[config.mk]
export PLATFORM = sky130hd
export DESIGN_NAME = lsu_axi_gen2
export DESIGN_NICKNAME = d
export VERILOG_FILES = /design/src/rtl/lsu_axi_gen2.sv
export SDC_FILE = /design/constraint.sdc
export NUM_CORES = 1
export LEC_CHECK = 0
export CAP_MARGIN = 15
export CORE_MARGIN = 2
export CORE_UTILIZATION = 44
export CTS_CLUSTER_SIZE = 16
export DETAILED_ROUTE_END_ITERATION = 16
export PLACE_DENSITY = 0.86
export SYNTH_ARGS = -nofsm -noshare
export SYNTH_HDL_FRONTEND = slang
export SYNTH_SLANG_ARGS = --single-unit
[constraint.sdc]
create_clock -name clock -period 4.56 [get_ports clock]
set_clock_uncertainty 0.15 [all_clocks]
set_input_delay 0.456 -clock clock [delete_from_list [all_inputs] [get_ports clock]]
set_output_delay 0.456 -clock clock [all_outputs]
set_load 0.05 [all_outputs]
[src/rtl/lsu_axi_gen2.sv]
// Load/store unit bridging the EXU memory request port to a single AXI4 master.
// One transaction in flight; misaligned requests trap without touching the bus.
module lsu_axi_gen2 #(
  parameter int unsigned DATA_W     = 32,
  parameter int unsigned ADDR_W     = 32,
  parameter int unsigned ID_W       = 4,
  parameter logic [7:0]  NARROW_TAG = 8'h20
) (
  input  logic                clock,
  input  logic                reset,
  input  logic                req_valid,
  output logic                req_ready,
  input  logic                req_wen,
  input  logic [ADDR_W-1:0]   req_addr,
  input  logic [DATA_W-1:0]   req_wdata,
  input  logic [2:0]          req_size,
  input  logic                req_unsigned,
  output logic                resp_valid,
  output logic [DATA_W-1:0]   resp_rdata,
  output logic [1:0]          resp_err,
  output logic                awvalid,
  input  logic                awready,
  output logic [ADDR_W-1:0]   awaddr,
  output logic [ID_W-1:0]     awid,
  output logic [7:0]          awlen,
  output logic [2:0]          awsize,
  output logic [1:0]          awburst,
  output logic                wvalid,
  input  logic                wready,
  output logic [DATA_W-1:0]   wdata,
  output logic [DATA_W/8-1:0] wstrb,
  output logic                wlast,
  input  logic                bvalid,
  output logic                bready,
  input  logic [1:0]          bresp,
  input  logic [ID_W-1:0]     bid,
  output logic                arvalid,
  input  logic                arready,
  output logic [ADDR_W-1:0]   araddr,
  output logic [ID_W-1:0]     arid,
  output logic [7:0]          arlen,
  output logic [2:0]          arsize,
  output logic [1:0]          arburst,
  input  logic                rvalid,
  output logic                rready,
  input  logic [DATA_W-1:0]   rdata,
  input  logic [1:0]          rresp,
  input  logic [ID_W-1:0]     rid,
  input  logic                rlast
);

  localparam int unsigned STRB_W = DATA_W / 8;
  localparam int unsigned OFF_W  = $clog2(STRB_W);

  typedef enum logic [2:0] {IDLE, WRITE, WRESP, RADDR, RDATA, RESP} state_t;

  state_t              state, state_nx;
  logic [ID_W-1:0]     id_cnt, cur_id;
  logic [ADDR_W-1:0]   addr_q;
  logic [DATA_W-1:0]   wdata_q;
  logic [STRB_W-1:0]   strb_q;
  logic [2:0]          size_q;
  logic                uns_q;
  logic                aw_done, w_done;
  logic [DATA_W-1:0]   rdata_q;
  logic [1:0]          err_q;

  logic                mis_in;
  logic [STRB_W-1:0]   strb_in;
  logic [DATA_W-1:0]   wdata_in;
  int unsigned         off_in, nbytes_in;
  logic [DATA_W-1:0]   lane, ext_data;
  int unsigned         off_q, nbits_q;
  logic                sign_bit, sext;
  logic [1:0]          b_code, r_code;
  logic                unused_rlast;

  assign unused_rlast = rlast;

  function automatic logic [1:0] resp_code(input logic [ID_W-1:0] got_id,
                                           input logic [ID_W-1:0] want_id,
                                           input logic [1:0] axi_resp);
    if (got_id != want_id) return 2'd3;
    if (axi_resp != 2'b00) return 2'd2;
    return 2'd0;
  endfunction

  assign b_code = resp_code(bid, cur_id, bresp);
  assign r_code = resp_code(rid, cur_id, rresp);

  // Request decode: alignment check, byte strobes and lane-shifted store data.
  always_comb begin
    off_in    = 32'(req_addr[OFF_W-1:0]);
    nbytes_in = 32'd1 << req_size;
    mis_in    = (32'(req_size) > OFF_W);
    for (int unsigned i = 0; i < OFF_W; i++) begin
      if (i < 32'(req_size) && req_addr[i]) mis_in = 1'b1;
    end
    strb_in = '0;
    for (int unsigned i = 0; i < STRB_W; i++) begin
      if (i >= off_in && i < off_in + nbytes_in) strb_in[i] = 1'b1;
    end
    wdata_in = req_wdata << (8 * off_in);
  end

  // Load result: lane extraction (none in the narrow region), masking, extension.
  always_comb begin
    off_q    = 32'(addr_q[OFF_W-1:0]);
    nbits_q  = 32'd8 << size_q;
    lane     = (addr_q[ADDR_W-1 -: 8] == NARROW_TAG) ? rdata : (rdata >> (8 * off_q));
    sext     = !uns_q && (32'(size_q) != OFF_W);
    sign_bit = 1'b0;
    for (int unsigned i = 0; i < DATA_W; i++) begin
      if (i == nbits_q - 1) sign_bit = lane[i];
    end
    ext_data = '0;
    for (int unsigned i = 0; i < DATA_W; i++) begin
      ext_data[i] = (i < nbits_q) ? lane[i] : (sext & sign_bit);
    end
  end

  // Next-state logic.
  always_comb begin
    state_nx = state;
    case (state)
      IDLE:  if (req_valid) state_nx = mis_in ? RESP : (req_wen ? WRITE : RADDR);
      WRITE: if ((aw_done || awready) && (w_done || wready)) state_nx = WRESP;
      WRESP: if (bvalid) state_nx = RESP;
      RADDR: if (arready) state_nx = RDATA;
      RDATA: if (rvalid) state_nx = RESP;
      RESP:  state_nx = IDLE;
      default: state_nx = IDLE;
    endcase
  end

  // State register, request capture, handshake tracking and registered response.
  always_ff @(posedge clock) begin
    if (reset) begin
      state   <= IDLE;
      id_cnt  <= '0;
      cur_id  <= '0;
      addr_q  <= '0;
      wdata_q <= '0;
      strb_q  <= '0;
      size_q  <= '0;
      uns_q   <= 1'b0;
      aw_done <= 1'b0;
      w_done  <= 1'b0;
      rdata_q <= '0;
      err_q   <= '0;
    end else begin
      state <= state_nx;
      case (state)
        IDLE: if (req_valid) begin
          addr_q  <= req_addr;
          wdata_q <= wdata_in;
          strb_q  <= strb_in;
          size_q  <= req_size;
          uns_q   <= req_unsigned;
          id_cnt  <= id_cnt + ID_W'(1);
          cur_id  <= id_cnt + ID_W'(1);
          aw_done <= 1'b0;
          w_done  <= 1'b0;
          if (mis_in) begin
            rdata_q <= '0;
            err_q   <= 2'd1;
          end
        end
        WRITE: begin
          if (awvalid && awready) aw_done <= 1'b1;
          if (wvalid && wready) w_done <= 1'b1;
        end
        WRESP: if (bvalid) begin
          rdata_q <= '0;
          err_q   <= b_code;
        end
        RDATA: if (rvalid) begin
          rdata_q <= (r_code == 2'd0) ? ext_data : '0;
          err_q   <= r_code;
        end
        default: ;
      endcase
    end
  end

  assign req_ready  = (state == IDLE);
  assign resp_valid = (state == RESP);
  assign resp_rdata = rdata_q;
  assign resp_err   = err_q;

  assign awvalid = (state == WRITE) && !aw_done;
  assign wvalid  = (state == WRITE) && !w_done;
  assign bready  = (state == WRESP);
  assign arvalid = (state == RADDR);
  assign rready  = (state == RDATA);

  assign awaddr  = addr_q;
  assign awid    = cur_id;
  assign awlen   = '0;
  assign awsize  = size_q;
  assign awburst = 2'b01;
  assign wdata   = wdata_q;
  assign wstrb   = strb_q;
  assign wlast   = 1'b1;
  assign araddr  = addr_q;
  assign arid    = cur_id;
  assign arlen   = '0;
  assign arsize  = size_q;
  assign arburst = 2'b01;

endmodule

# [Word level (Yosys, flattened, before mapping)]
# Index checks and enable logic that the tools add are counted.
[totals] regBits=115 input_bits=122 out_inout_bits=176 wordCells=246
[classes] n_addsub=3 order_cmp=42 n_eq_ne=48 shifts=4 n_mux=109 bitwise_logic=1 n_reduce_logical=28
[ops] operator="5-bit by 32-bit == test with 1-bit output, first input constant" count=16
[ops] operator="5-bit by 32-bit less-than comparator with 1-bit output, first input constant" count=16
[ops] operator="4-bit by 32-bit == test with 1-bit output, first input constant" count=8
[ops] operator="4-bit by 32-bit less-than comparator with 1-bit output, first input constant" count=8
[ops] operator="32-bit two-way mux" count=6
[ops] operator="3-bit by 32-bit == test with 1-bit output, first input constant" count=4
[ops] operator="1-bit by 32-bit less-than comparator with 1-bit output, first input constant" count=4
[ops] operator="2-bit by 32-bit less-than comparator with 1-bit output, first input constant" count=4
[ops] operator="3-bit by 32-bit less-than comparator with 1-bit output, first input constant" count=4
[ops] operator="32-bit case mux with 3 select lines" count=1
[ops] operator="1-bit two-way mux" count=79
[ops] operator="2-bit by 32-bit == test with 1-bit output, first input constant" count=2
[ops] operator="2-bit by 32-bit adder with 32-bit output" count=1
[ops] operator="1-bit by 32-bit == test with 1-bit output, first input constant" count=1
[ops] operator="32-bit logical NOT" count=1
[ops] operator="1-bit by 3-bit left shift with 32-bit output, first input constant" count=1
[ops] operator="32-bit by 5-bit left shift with 32-bit output" count=1
[ops] operator="4-bit by 3-bit left shift with 32-bit output, first input constant" count=1
[ops] operator="32-bit by 5-bit right shift with 32-bit output" count=1
[ops] operator="32-bit by 1-bit subtractor with 32-bit output, second input constant" count=1
[ops] operator="2-bit two-way mux" count=13
[ops] operator="3-bit two-way mux" count=6
[ops] operator="3-bit case mux with 5 select lines" count=1
[ops] operator="2-bit inequality test, second input constant" count=6
[ops] operator="25 further kinds" count=49

# [Depth between registers and ports, before layout]
[depth] ltp_word=40 ltp_mapped=10 mapped_depth_nobuf=10

# [Worst setup path before layout]
# Ideal clock, no wire load.
[synth_timing] path_type="register -> register" startpoint="register size_q[0], in the netlist arsize[0]" endpoint="register rdata_q[24], in the netlist resp_rdata[24]" setup_ns=0.061 arrival_time_ns=2.824 required_time_ns=4.349 setup_slack_ns=1.526 stages_incl_launch_ff=8 n_path_buf=0 synth_period_minus_slack_ns=3.034 path_cell_list="dfxtp_1 -> nor3_1 -> inv_1 -> ha_1 -> or4b_2 -> nor3_1 -> o2111a_2 -> a221o_1"
[synth_between] elab_chain_len=40 word_cells_on_any_way=74 cone_classes="add/sub: 1; order compare: 1; eq/ne: 32; shift: 1; mux: 36; bitwise: 1; reduce/logical: 2"
[synth_rtl] item="start: declaration" line_no="62" rtl="logic [2:0] size_q;"
[synth_rtl] item="start signal: assignment" line_no="158" rtl="size_q <= req_size;"
[synth_rtl] item="4-bit by 3-bit left shift with 32-bit output" line_no="109" rtl="nbits_q = 32'd8 << size_q;"
[synth_rtl] item="32-bit by 1-bit subtractor with 32-bit output" line_no="114" rtl="if (i == nbits_q - 1) sign_bit = lane[i];"
[synth_rtl] item="32-bit logical NOT" line_no="114"
[synth_rtl] item="1-bit two-way mux (32 in series)" line_no="114"
[synth_rtl] item="1-bit bitwise AND" line_no="118" rtl="ext_data[i] = (i < nbits_q) ? lane[i] : (sext & sign_bit);"
[synth_rtl] item="1-bit two-way mux (*)" line_no="118"
[synth_rtl] item="32-bit two-way mux (*)" line_no="178" rtl="rdata_q <= (r_code == 2'd0) ? ext_data : '0;"
[synth_rtl] item="32-bit two-way mux (*)" line_no="177" rtl="RDATA: if (rvalid) begin"
[synth_rtl] item="32-bit case mux with 3 select lines (*)" line_no="153" rtl="case (state)"
[synth_rtl] item="end signal: assignment" line_no="178"
[synth_rtl] item="end: declaration" line_no="65" rtl="logic [DATA_W-1:0] rdata_q;"
# Every way passes the cells marked *; elsewhere a longest branch is shown, timed or not. The select of a mux whose other input is x is not followed.
# A chain may end at the register's enable or synchronous reset.

# [Worst setup path after layout]
[layout_timing] startpoint="register addr_q[28], in the netlist araddr[28]" endpoint="register rdata_q[13], in the netlist resp_rdata[13]"
[layout_between] elab_chain_len=39
[layout_rtl] item="start: declaration" line_no="59" rtl="logic [ADDR_W-1:0] addr_q;"
[layout_rtl] item="start signal: assignment" line_no="155" rtl="addr_q <= req_addr;"
[layout_rtl] item="8-bit by 6-bit == test with 1-bit output (*)" line_no="110" rtl="lane = (addr_q[ADDR_W-1 -: 8] == NARROW_TAG) ? rdata : (rdata >> (8 * off_q));"
[layout_rtl] item="32-bit two-way mux (*)" line_no="110"
[layout_rtl] item="1-bit two-way mux (32 in series)" line_no="114"
[layout_rtl] item="1-bit bitwise AND" line_no="118"
[layout_rtl] item="1-bit two-way mux (*)" line_no="118"
[layout_rtl] item="32-bit two-way mux (*)" line_no="178"
[layout_rtl] item="32-bit two-way mux (*)" line_no="177"
[layout_rtl] item="32-bit case mux with 3 select lines (*)" line_no="153"
# Marks and branches as above.

==> impl_metrics.py <==
metrics = {
    "worst_setup_path": {
        "critical_path_class": "register to register",
        "r2r-start": "araddr[28]$_SDFFE_PP0P_",
        "crit_chain": "or4b_4, or2_1, a32oi_2, mux2i_2, a21oi_1, o21ai_0",
        "r2r_slack_ns": 1.46,
        "cp_top_family": "simple AND/OR/NAND/NOR gates",
        "worstPathRequired_ns": 4.68,
        "max_stage_delay_ns": 0.64,
        "cp.arrival_ns": 3.22,
        "ff2ff_path_depth": 6,
        "crit_buf_inv": 0,
        "worstSetupEndpointType": "register",
        "r2r-end": "resp_rdata[13]$_SDFFE_PP0P_",
        "path_max_fanout": 36,
        "slowest_stage": "or2_1",
        "cp-startpoint": "araddr[28]$_SDFFE_PP0P_",
        "cp-start-kind": "register",
    },
    "yosys": {
        "synth-edff-count": 0,
        "ys.warnings.count": 0,
        "post-synth-top-area-cell": "dfxtp_1",
        "synth-seq-area-share": 0.381,
        "synthCells": 769,
        "async_flop_share": 0,
        "synth_top_area_share": 0.381,
        "netlist_top_cells_area": "dfxtp_1 38%, nand2_1 8.1%, a21oi_1 7.7%, buf_4 7.5%, nor2_1 3.7%",
        "synth_cell_type_count": 61,
        "ys_seq_elements": 115,
        "ys.flop_type": "dfxtp_1",
        "syn-cell-area_mm2": 0.00604,
        "synth_area_per_cell_um2": 7.85,
    },
    "detailed_routing": {
        "drtPass1Iterations": 6,
        "num_vias": 6408,
        "ant_nets": 0,
        "drt-total-wl_um": 20500,
        "avgViaCountPerCell": 5.49,
        "drt_iter0_drc": 375,
        "drc": 0,
        "wl_per_cell_um": 17.5,
    },
    "worst_hold_path": {
        "hp-class": "register to register",
        "hold_depth": 2,
        "holdCritStartpoint": "uns_q$_SDFFE_PP0P_",
        "min_to": "uns_q$_SDFFE_PP0P_",
    },
    "clock_tree": {
        "cts_setup_buffers": 0,
        "hold_buffers": 0,
        "cts_resized": 0,
        "clock_sinks": 115,
        "ctsHtreeMaxLevel": 4,
        "clk_latency_ns": 0.41,
        "clkTransAtPathRegs_ns": 0.05,
        "clock_path_buffers": 2,
        "cts_root_buf": "clkbuf_16",
        "cts_tree": "done",
        "cts-buffers-inserted": 17,
    },
    "timing": {
        "setup_viol": 0,
        "fin_crit_ns": 3.10,
        "post-route-period-util": 0.680,
        "fin_tns_setup_ns": 0,
        "rsz0062_at_grt": "no",
        "tightest_slew_ns": 1.09,
        "slew-limit-headroom": 0.274,
        "slew_violations": 0,
        "fmax_mhz": 322,
        "hold_violations": 0,
    },
    "final_layout": {
        "final_util": 0.680,
        "fin_nets": 1109,
        "layout-drive-gt1-share": 0.0565,
        "area_growth_pct": 50.3,
        "final_cells": 1167,
        "antenna_cells": 0,
    },
    "placement": {
        "gp_congestion": 0.887,
        "dp.cells": 1138,
        "hpwl_um": 14700,
        "io_buffers": 275,
    },
    "power_and_ir_drop": {
        "vdd_drop_max_uv": 361,
        "p_switching_w": 0.00189,
        "power.density_mw_per_mm2": 492,
        "p_leak_nw": 3.35,
        "internal_power_w": 0.00258,
        "pwr-share-comb": 0.438,
        "power_switching_share": 0.422,
        "p_seq_frac": 0.284,
        "pwr-share-clk": 0.277,
    },
    "global_route": {
        "grt.total_usage": 0.275,
        "grt_pass1_wl_um": 31600,
        "antenna_found_initial": 0,
        "gr-total-overflow": 0,
        "grt_pass1_vias": 6077,
        "grt_max_degree": 63,
    },
    "run_status": {
        "status": "finished clean",
    },
    "floorplan": {
        "die_h_um": 121,
        "dieWidth_um": 121,
        "core_mm2": 0.0133,
        "start_util": 0.452,
        "core.rowCount": 42,
        "io_pins": 298,
        "dieArea_mm2": 0.0147,
    },
    "flow_run": {
        "max-cap-violations": 0,
    },
}
-- cell families (layout without fill, tap and decap cells) --
kind of cell,Yosys count,in the layout,synth area share
muxes,19,19,0.0385
other,2,21,0.00124
AOI/OAI and AO/OA,220,220,0.228
xor gates and xnor gates,11,11,0.0160
and+or+nand+nor,273,273,0.207
buffers and inverters,123,326,0.115
adders and majority gates,6,6,0.0137
DFF,115,115,0.381
-- power by group through the flow --
| stage | sequential, W | combinational, W | clock (W) |
|---|---|---|---|
| after detailed placement | 0.00129 | 0.00195 | 0 |
| after CTS | 0.00127 | 0.00196 | 0.00125 |
| after floorplan | 0.00163 | 0.00102 | 0 |
| after global placement | 0.00128 | 0.00193 | 0 |
| final | 0.00127 | 0.00196 | 0.00124 |
| after global routing | 0.00129 | 0.00207 | 0.00131 |
-- per-layer routing --
metal / global-route usage / up-vias / routed length [um]
met5: 0 / - / 0
li1: - / 3042 / -
met4: 0.134 / 0 / 834
met2: 0.463 / 307 / 10000
met3: 0.0714 / 55 / 1600
met1: 0.325 / 3004 / 8010
-- cells in the mapped netlist, types with 3 or more instances --
library cell	instances
and3_1	8
nand3_1	7
a211oi_1	16
mux4_2	3
mux2i_1	14
ha_1	5
nand2b_1	11
a22o_1	8
a221o_1	8
o211ai_1	5
nand2_1	130
a311oi_1	7
inv_1	8
nand4_1	3
a2111oi_0	7
a21oi_1	93
a31oi_1	8
nor2b_1	18
dfxtp_1	115
clkbuf_1	45
xnor2_1	5
nor2_1	59
xor2_1	6
a22oi_1	7
o21ai_0	44
buf_4	60
nor3_1	16
buf_1	8
-- registers in the layout, summed over array words and instances, names as in the netlist --
signal	cells
araddr	32
arid	4
arsize	3
aw_done	1
resp_err	2
resp_rdata	32
state	3
uns_q	1
w_done	1
wdata	32
wstrb	4
-- metrics by stage --
step | power (W) | setup slack, ns | cell area (um^2) | hold WS (ns)
4_1_cts | 0.00448 | 1.47 | 9070 | 0.303
3_5_place_dp | 0.00323 | 1.12 | 8530 | 0.291
2_1_floorplan | 0.00265 | 1.53 | 6110 | 0.281
3_3_place_gp | 0.00321 | 1.16 | 8520 | 0.284
5_1_grt | 0.00467 | 1.25 | 9070 | 0.323
6_report | 0.00447 | 1.46 | 9070 | 0.300
-- worst max path at each step --
stage                                              to  slack (ns)  cells after the start
after global routing      resp_rdata[24]$_SDFFE_PP0P_        1.25                      5
after detailed placement  resp_rdata[24]$_SDFFE_PP0P_        1.12                      6
after global placement    resp_rdata[25]$_SDFFE_PP0P_        1.16                      6
after CTS                  resp_rdata[9]$_SDFFE_PP0P_        1.47                      6
after floorplan           resp_rdata[24]$_SDFFE_PP0P_        1.53                      7
final                     resp_rdata[13]$_SDFFE_PP0P_        1.46                      6
-- layout by cell type, fill, tap and decap left out, types with 3 or more instances in the layout --
cell	n
mux4_2	3
inv_1	8
xnor2_1	5
a22oi_1	7
conb_1	21
ha_1	5
a221o_1	8
and3_1	8
nand3_1	7
a2111oi_0	7
dfxtp_1	115
o211ai_1	5
nand2_1	130
clkinv_2	3
clkdlybuf4s50_1	274
o21ai_0	44
mux2i_1	14
a211oi_1	16
nor3_1	16
a21oi_1	93
nand4_1	3
nor2b_1	18
clkbuf_8	4
a22o_1	8
buf_4	14
xor2_1	6
clkbuf_1	3
a31oi_1	7
nand2b_1	11
nor2_1	59
a311oi_1	7
clkbuf_16	17
-- worst reg2reg max path, cell delays in order, from the launching register on --
cell     delay [ns]
dfxtp_1        0.33
or4b_4         0.57
or2_1          0.64
a32oi_2        0.46
mux2i_2        0.16
a21oi_1        0.48
o21ai_0        0.17
-- cell type report --
class	count	area, um^2
Clock buffer	24	492
Sequential cell	115	2300
Multi-Input combinational cell	550	3130
Timing Repair Buffer	289	2850
Clock inverter	5	52.6
Fill cell	1061	4270
Inverter	8	30.0
Tap cell	176	220
(Power assumes the default switching activity.)
